File: config.mk
export PLATFORM = sky130hd
export DESIGN_NAME = spike_router_rr
export DESIGN_NICKNAME = d
export VERILOG_FILES = /design/src/rtl/spike_router_rr.sv
export SDC_FILE = /design/constraint.sdc
export NUM_CORES = 1
export LEC_CHECK = 0
export ABC_AREA = 1
export BUFFER_PORTS_ARGS = -buffer_cell sky130_fd_sc_hd__clkbuf_2
export CAP_MARGIN = 10
export CORE_AREA = 5 5 179 224
export DETAILED_ROUTE_END_ITERATION = 10
export DIE_AREA = 0 0 184 229
export PLACE_DENSITY = 0.78
export RECOVER_POWER = 100
export SYNTH_ARGS = -nofsm -noshare
export SYNTH_HDL_FRONTEND = slang
export SYNTH_SLANG_ARGS = --single-unit
export TNS_END_PERCENT = 100
File: constraint.sdc
create_clock -name clk -period 3.8 [get_ports clk]
set_input_delay 0.57 -clock clk [delete_from_list [all_inputs] [get_ports clk]]
set_output_delay 0.57 -clock clk [all_outputs]
set_load 0.02 [all_outputs]
File: src/rtl/spike_router_rr.sv
// 3-port spike router (east, west, local) with input FIFOs and round-robin outputs.
// Define ROUTER_STATS_EN to add saturating per-output handshake counters.
module spike_router_rr #(
    parameter int PKT_W = 32,
    parameter int ID_W  = 2,
    parameter int DEPTH = 4
) (
    input  logic             clk,
    input  logic             rst,
    input  logic [ID_W-1:0]  core_id,
    input  logic             east_in_valid,
    output logic             east_in_ready,
    input  logic [PKT_W-1:0] east_in_pkt,
    input  logic             west_in_valid,
    output logic             west_in_ready,
    input  logic [PKT_W-1:0] west_in_pkt,
    input  logic             local_in_valid,
    output logic             local_in_ready,
    input  logic [PKT_W-1:0] local_in_pkt,
    output logic             east_out_valid,
    input  logic             east_out_ready,
    output logic [PKT_W-1:0] east_out_pkt,
    output logic             west_out_valid,
    input  logic             west_out_ready,
    output logic [PKT_W-1:0] west_out_pkt,
    output logic             sched_out_valid,
    input  logic             sched_out_ready,
    output logic [PKT_W-1:0] sched_out_pkt
`ifdef ROUTER_STATS_EN
    ,
    output logic [15:0]      stat_east,
    output logic [15:0]      stat_west,
    output logic [15:0]      stat_sched
`endif
);

    localparam int NP = 3;
    localparam int AW = $clog2(DEPTH);

    typedef logic [AW:0] ptr_t;

    // Inputs: 0=east 1=west 2=local. Outputs: 0=east 1=west 2=sched.
    logic [NP-1:0]    in_valid;
    logic [NP-1:0]    in_ready;
    logic [NP-1:0]    push;
    logic [NP-1:0]    pop;
    logic [NP-1:0]    empty;
    logic [NP-1:0]    full;
    logic [PKT_W-1:0] in_pkt [NP];
    logic [PKT_W-1:0] head [NP];
    logic [ID_W-1:0]  dest [NP];
    logic [NP-1:0]    route [NP];
    logic [NP-1:0]    req [NP];
    logic [NP-1:0]    grant [NP];
    logic [PKT_W-1:0] sel_pkt [NP];
    logic [NP-1:0]    load;
    logic [NP-1:0]    fire;
    logic [NP-1:0]    out_ready;

    logic [PKT_W-1:0] mem_q [NP][DEPTH];
    logic [PKT_W-1:0] mem_d [NP][DEPTH];
    ptr_t             wr_ptr_q [NP];
    ptr_t             wr_ptr_d [NP];
    ptr_t             rd_ptr_q [NP];
    ptr_t             rd_ptr_d [NP];
    logic [NP-1:0]    out_valid_q;
    logic [NP-1:0]    out_valid_d;
    logic [PKT_W-1:0] out_pkt_q [NP];
    logic [PKT_W-1:0] out_pkt_d [NP];
    logic [1:0]       rr_ptr_q [NP];
    logic [1:0]       rr_ptr_d [NP];

    function automatic logic [NP-1:0] rr_pick(
        input logic [NP-1:0] r,
        input logic [1:0]    p
    );
        logic [NP-1:0] g;
        g = '0;
        case (p)
            2'd1: begin
                if (r[1])      g = 3'b010;
                else if (r[2]) g = 3'b100;
                else if (r[0]) g = 3'b001;
            end
            2'd2: begin
                if (r[2])      g = 3'b100;
                else if (r[0]) g = 3'b001;
                else if (r[1]) g = 3'b010;
            end
            default: begin
                if (r[0])      g = 3'b001;
                else if (r[1]) g = 3'b010;
                else if (r[2]) g = 3'b100;
            end
        endcase
        return g;
    endfunction

    function automatic logic [1:0] rr_next(input logic [NP-1:0] g);
        logic [1:0] n;
        n = 2'd0;
        if (g[0]) n = 2'd1;
        if (g[1]) n = 2'd2;
        return n;
    endfunction

    assign in_valid  = {local_in_valid, west_in_valid, east_in_valid};
    assign in_pkt[0] = east_in_pkt;
    assign in_pkt[1] = west_in_pkt;
    assign in_pkt[2] = local_in_pkt;
    assign out_ready = {sched_out_ready, west_out_ready, east_out_ready};

    assign east_in_ready  = in_ready[0];
    assign west_in_ready  = in_ready[1];
    assign local_in_ready = in_ready[2];

    assign east_out_valid  = out_valid_q[0];
    assign west_out_valid  = out_valid_q[1];
    assign sched_out_valid = out_valid_q[2];
    assign east_out_pkt    = out_pkt_q[0];
    assign west_out_pkt    = out_pkt_q[1];
    assign sched_out_pkt   = out_pkt_q[2];

    always_comb begin
        for (int i = 0; i < NP; i++) begin
            empty[i]    = (wr_ptr_q[i] == rd_ptr_q[i]);
            full[i]     = (wr_ptr_q[i][AW] != rd_ptr_q[i][AW]) &&
                          (wr_ptr_q[i][AW-1:0] == rd_ptr_q[i][AW-1:0]);
            in_ready[i] = !full[i];
            push[i]     = in_valid[i] && in_ready[i];
            head[i]     = mem_q[i][rd_ptr_q[i][AW-1:0]];
            dest[i]     = head[i][PKT_W-1 -: ID_W];
            if (dest[i] == core_id)     route[i] = 3'b100;
            else if (dest[i] > core_id) route[i] = 3'b001;
            else                        route[i] = 3'b010;
        end
    end

    always_comb begin
        for (int o = 0; o < NP; o++) begin
            for (int i = 0; i < NP; i++) begin
                req[o][i] = !empty[i] && route[i][o];
            end
        end
    end

    // An output loads when its register is empty or draining this cycle.
    always_comb begin
        for (int o = 0; o < NP; o++) begin
            grant[o]   = rr_pick(req[o], rr_ptr_q[o]);
            fire[o]    = out_valid_q[o] && out_ready[o];
            load[o]    = (|grant[o]) && (!out_valid_q[o] || out_ready[o]);
            sel_pkt[o] = '0;
            for (int i = 0; i < NP; i++) begin
                if (grant[o][i]) sel_pkt[o] = sel_pkt[o] | head[i];
            end
        end
    end

    always_comb begin
        pop = '0;
        for (int o = 0; o < NP; o++) begin
            for (int i = 0; i < NP; i++) begin
                if (load[o] && grant[o][i]) pop[i] = 1'b1;
            end
        end
    end

    always_comb begin
        mem_d = mem_q;
        for (int i = 0; i < NP; i++) begin
            wr_ptr_d[i] = wr_ptr_q[i] + ptr_t'(push[i]);
            rd_ptr_d[i] = rd_ptr_q[i] + ptr_t'(pop[i]);
            if (push[i]) mem_d[i][wr_ptr_q[i][AW-1:0]] = in_pkt[i];
        end
    end

    always_comb begin
        for (int o = 0; o < NP; o++) begin
            out_valid_d[o] = out_valid_q[o];
            out_pkt_d[o]   = out_pkt_q[o];
            rr_ptr_d[o]    = rr_ptr_q[o];
            if (fire[o]) out_valid_d[o] = 1'b0;
            if (load[o]) begin
                out_valid_d[o] = 1'b1;
                out_pkt_d[o]   = sel_pkt[o];
                rr_ptr_d[o]    = rr_next(grant[o]);
            end
        end
    end

    always_ff @(posedge clk) begin
        if (rst) begin
            out_valid_q <= '0;
            for (int i = 0; i < NP; i++) begin
                wr_ptr_q[i]  <= '0;
                rd_ptr_q[i]  <= '0;
                out_pkt_q[i] <= '0;
                rr_ptr_q[i]  <= 2'd0;
            end
        end else begin
            out_valid_q <= out_valid_d;
            for (int i = 0; i < NP; i++) begin
                wr_ptr_q[i]  <= wr_ptr_d[i];
                rd_ptr_q[i]  <= rd_ptr_d[i];
                out_pkt_q[i] <= out_pkt_d[i];
                rr_ptr_q[i]  <= rr_ptr_d[i];
            end
        end
    end

    // Storage is qualified by the pointers, so it needs no reset.
    always_ff @(posedge clk) begin
        mem_q <= mem_d;
    end

`ifdef ROUTER_STATS_EN
    logic [15:0] stat_q [NP];
    logic [15:0] stat_d [NP];

    always_comb begin
        for (int o = 0; o < NP; o++) begin
            stat_d[o] = stat_q[o];
            if (fire[o] && stat_q[o] != 16'hFFFF) stat_d[o] = stat_q[o] + 16'd1;
        end
    end

    always_ff @(posedge clk) begin
        if (rst) begin
            for (int o = 0; o < NP; o++) stat_q[o] <= '0;
        end else begin
            for (int o = 0; o < NP; o++) stat_q[o] <= stat_d[o];
        end
    end

    assign stat_east  = stat_q[0];
    assign stat_west  = stat_q[1];
    assign stat_sched = stat_q[2];
`endif

endmodule

== After elaboration in Yosys (flattened, before gate mapping) ==
Memories as Yosys holds them, arrays and structs flattened.
Cells that the tools add are included.

* Bits in registers: 387
* RAM bits: 120
* Bits of input ports: 106
* Output and inout port bits: 102
* Word-level logic and storage cells: 235
* Memories kept: 4

{| class="wikitable"
|+ Memories
! memory !! depth !! width !! read ports !! clocked after Yosys merged registers in !! write ports !! line !! text
|-
| out_pkt_q || 3 || 32 || 3 || 0 || 3 || 68 || <nowiki>logic [PKT_W-1:0] out_pkt_q [NP];</nowiki>
|-
| rd_ptr_q || 3 || 3 || 3 || 0 || 3 || 64 || <nowiki>ptr_t rd_ptr_q [NP];</nowiki>
|-
| wr_ptr_q || 3 || 3 || 3 || 0 || 3 || 62 || <nowiki>ptr_t wr_ptr_q [NP];</nowiki>
|-
| rr_ptr_q || 3 || 2 || 3 || 0 || 3 || 70 || <nowiki>logic [1:0] rr_ptr_q [NP];</nowiki>
|}

* $add $sub $neg: 6
* Magnitude comparators: 12
* Equal/unequal tests: 18
* Multiplexer cells: 105
* Bitwise gates (word level): 24
* Reductions and logical operators: 51

{| class="wikitable"
|+ Operators by type and width
! cell !! number
|-
| $mux 32 || 24
|-
| $bwmux 128 || 3
|-
| $bmux 32 s2 || 3
|-
| $demux 32 s2 || 3
|-
| $or 32x32->32 || 6
|-
| $mux 3 || 27
|-
| $mux 2 || 18
|-
| $logic_and 1x1->1 || 33
|-
| $mux 1 || 24
|-
| $add 3x1->3 || 6
|-
| $ge 3x3->1 const B || 6
|-
| $not 2->3 || 6
|-
| $pmux 3 s2 || 3
|-
| $eq 2x2->1 || 6
|-
| $or 1x1->1 || 12
|-
| $eq 3x3->1 || 3
|-
| $logic_not 1->1 || 9
|-
| $lt 3x1->1 const B || 3
|-
| $reduce_or 3->1 || 3
|-
| $eq 2x1->1 const B || 3
|-
| $eq 2x2->1 const B || 3
|-
| $gt 2x2->1 || 3
|-
| $reduce_bool 2->1 || 3
|-
| $logic_or 1x1->1 || 3
|-
| $ne 1x1->1 || 3
|}

== Logic depth before layout (Yosys ltp) ==
An unclocked memory read counts as a cell.

* Depth after elaboration: 21
* Mapped depth: 25
* Depth with buffers taken out: 22

== Worst setup path after synthesis ==
Ideal clock, no wire load.

* Path type: reg2reg
* From: mem rd_ptr_q[0][4] in the netlist's numbering
* To: reg mem_q[128] in the netlist's numbering, enable pin
* Arrival: 3.187 ns
* Path slack: 0.152 ns
* Stages on the path, launching flop included: 7
* Period minus slack after synthesis: 3.648 ns
* Cell sequence: dfxtp_1 -> inv_2 -> nand2_1 -> nand2_1 -> nand4_1 -> nand2_1 -> nor3_1

{| class="wikitable"
|+ RTL lines
! element !! line !! text
|-
| start, declared || 64 ||
|-
| end signal, assigned || 214 || <nowiki>mem_q <= mem_d;</nowiki>
|-
| end, declared || 60 || <nowiki>logic [PKT_W-1:0] mem_q [NP][DEPTH];</nowiki>
|}

==> qor.csv <==
metric,value,unit
run status,"complete, no violations",
Post-CTS Hold Buffers,0,
Synth Warn #,0,
antenna-violating nets left,0,
CTS root buffer,clkbuf_16,
I/O Buffers,207,
drt pass-1 iters,5,
Worst-Margin Slew,1180,ps
Crit path arrival time,4030,ps
TritonCTS Buffers,48,
Synth Register Bits,507,
initial core utilization,57.7,%
relative slew slack,21.2,%
vias in the first global route,16200,
# DRC,0,
P_int,12.3,mW
Worst-Skew Late Latency,570,ps
clock network fraction of total power,20.7,%
"EDFF count, synth",384,
Max Slew Vio Count,0,
Netlist cell types,26,
Tcrit/Tclk final,92.8,%
DIE AREA,42100,um^2
register area share after synthesis,64.1,%
switching share of power,45.6,%
Starting DRT DRC Count,2158,
PD cells,925,nW/um^2
Max Clock Freq,284,MHz
layout cells sized above 1,6.71,%
Synth Cell Area,21800,um^2
Syn Nets,2387,
Tmin final,3530,ps
first-pass GRT wire length,91900,um
CP required,4300,ps
GPL Wtd Cong,0.934,
Max Root-Sink Buffers,3,
Ports,208,
Post-Route WL,61100,um
Die Width,184,um
total power,22.7,mW
Vias,17200,
post-CTS sizing,0,
postcts setup bufs,0,
Placed Cells,2878,
Final Skew,16.0,ps
Worst Hold Class,in2reg,
Post-synth top flop,edfxtp_1,
GRT Total Usage,28.1,%
final hold violation count,0,
core area,37800,um^2
cell count after synthesis,2257,
asr flop ratio synth,0,%
share of power burned in registers,31.0,%
hold path cells,1,
fin cells,2969,
Gate power share,48.2,%
CTS tree,done,
CP Max Fanout,33,
number of antenna violations at the first check in global routing,3,
Crit Path Class,reg2reg,
crit start category,flop,
row count,80,
FF-to-FF path depth,17,
dpl hpwl,40300,um
maxcap violations,0,
Final TNS setup,0,ps
Psw,10.3,mW
area growth from synthesis to layout,12.4,%
CTS Sinks,507,
final setup fails,0,
chip height,229,um
grt total ovfl,0,
unrepaired setup endpoints after global routing,false,
largest net degree at the start of global routing,62,
Syn Area/Cell,9.67,um^2
nets@finish,2566,
Max IR drop VDD,0.655,mV
detailed-route wire length per cell,20.6,um
vias per inst,5.78,
leakage,9.48,nW
critical path capture point type,flop,
H-Tree Depth,2,
Worst-path clk slew,60,ps
[cell type report]
type	instances	area [um^2]
Sequential cell	507	14000
Fill cell	2973	13300
Multi-Input combinational cell	1451	6570
Clock buffer	64	1300
Timing Repair Buffer	258	1160
Inverter	170	638
Tap cell	492	616
Clock inverter	25	239
Antenna cell	2	5.00
[state kept, by name, indices dropped and copies added, names as in the netlist]
| signal | flops |
|---|---|
| out_valid_q | 3 |
| rd_ptr_q | 9 |
| mem_q | 384 |
| wr_ptr_q | 9 |
| rr_ptr_q | 6 |
| out_pkt_q | 96 |
[synth_stat cells (all sizes together), types with 4 or more instances]
cell | n | area [um^2]
o22ai | 93 | 582
buf | 49 | 317
a21oi | 14 | 70.1
edfxtp | 384 | 11500
ha | 24 | 300
dfxtp | 123 | 2460
inv | 169 | 634
o21bai | 4 | 30.0
o21ai | 186 | 931
nor2 | 399 | 1500
xnor2 | 9 | 78.8
nand2 | 487 | 1870
clkbuf | 80 | 300
nor3 | 12 | 60.1
nand3 | 213 | 1090
[path summary, 6_finish.rpt]
check	end	slack, ps	startpoint
worst max-delay path	out_pkt_q[0][11]	270	rd_ptr_q[0][1]
worst max register to register	out_pkt_q[0][11]	270	rd_ptr_q[0][1]
worst min register to register	rr_ptr_q[0][0]	490	rr_ptr_q[0][0]
worst min-delay path	mem_q[187]	260	west_in_pkt[27]
[critical path, cell delays in order, from the launching register on]
cell and delay (ps):
dfxtp_1 330, buf_4 380, o21ai_0 190, o22ai_1 490, ha_1 350, inv_1 70
o21bai_1 70, and2_1 140, nand2_1 120, nand3_1 90, nand2_1 60, nand2_1 70
inv_2 280, buf_4 350, nand2_1 130, nand3_1 140, nor2_1 50, nor2_1 130
[through the flow]
| step | hold WS (ps) | instance area (um^2) | util [%] | worst slack [ps] |
|---|---|---|---|---|
| 2_1_floorplan | 457 | 21800 | - | 152 |
| 3_3_place_gp | 468 | 23300 | 61.7 | 508 |
| 3_5_place_dp | 483 | 23300 | 61.7 | 445 |
| 4_1_cts | 194 | 24900 | 65.8 | 361 |
| 5_1_grt | 253 | 24500 | 64.8 | 46.2 |
| 6_report | 258 | 24500 | 64.8 | 273 |
[power groups by stage]
| stage | Clock [mW] | Combinational, mW | Sequential, mW |
|---|---|---|---|
| 3_5_place_dp | 0 | 10.8 | 7.15 |
| 2_1_floorplan | 0 | 7.40 | 7.40 |
| 5_1_grt | 4.99 | 12.0 | 7.09 |
| 4_1_cts | 4.75 | 10.9 | 7.04 |
| 6_report | 4.70 | 10.9 | 7.05 |
| 3_3_place_gp | 0 | 10.6 | 7.12 |
[placed cells by master, fill, tap and decap left out, types with 3 or more instances in the layout]
| master | Yosys | routed |
|---|---|---|
| a21oi_1 | 14 | 14 |
| a32oi_1 | 3 | 3 |
| buf_4 | 0 | 32 |
| bufinv_16 | 0 | 4 |
| clkbuf_1 | 80 | 212 |
| clkbuf_16 | 0 | 50 |
| clkbuf_2 | 0 | 23 |
| clkinv_1 | 1 | 9 |
| clkinv_2 | 0 | 7 |
| dfxtp_1 | 123 | 121 |
| edfxtp_1 | 384 | 384 |
| ha_1 | 24 | 24 |
| inv_1 | 153 | 154 |
| inv_2 | 16 | 16 |
| nand2_1 | 470 | 472 |
| nand2_2 | 17 | 15 |
| nand3_1 | 208 | 210 |
| nand3_2 | 5 | 3 |
| nor2_1 | 399 | 399 |
| nor3_1 | 12 | 11 |
| o21ai_0 | 186 | 186 |
| o21bai_1 | 4 | 4 |
| o22ai_1 | 93 | 93 |
| or2_2 | 3 | 3 |
| xnor2_1 | 9 | 9 |
[kinds of logic after synthesis]
family          after synthesis  synth area share (%)
buf+inv                     299                  5.75
simple gates               1118                  20.9
xor+xnor                      9                 0.361
fa+ha+maj                    24                  1.38
flops                       507                  64.1
compound gates              300                  7.51
[metal layers]
layer	track usage [%]	wire, um
met3	4.90	6030
met1	36.7	22400
met4	15.9	3980
met5	0	13
met2	44.5	28700
(Power assumes the default switching activity.)
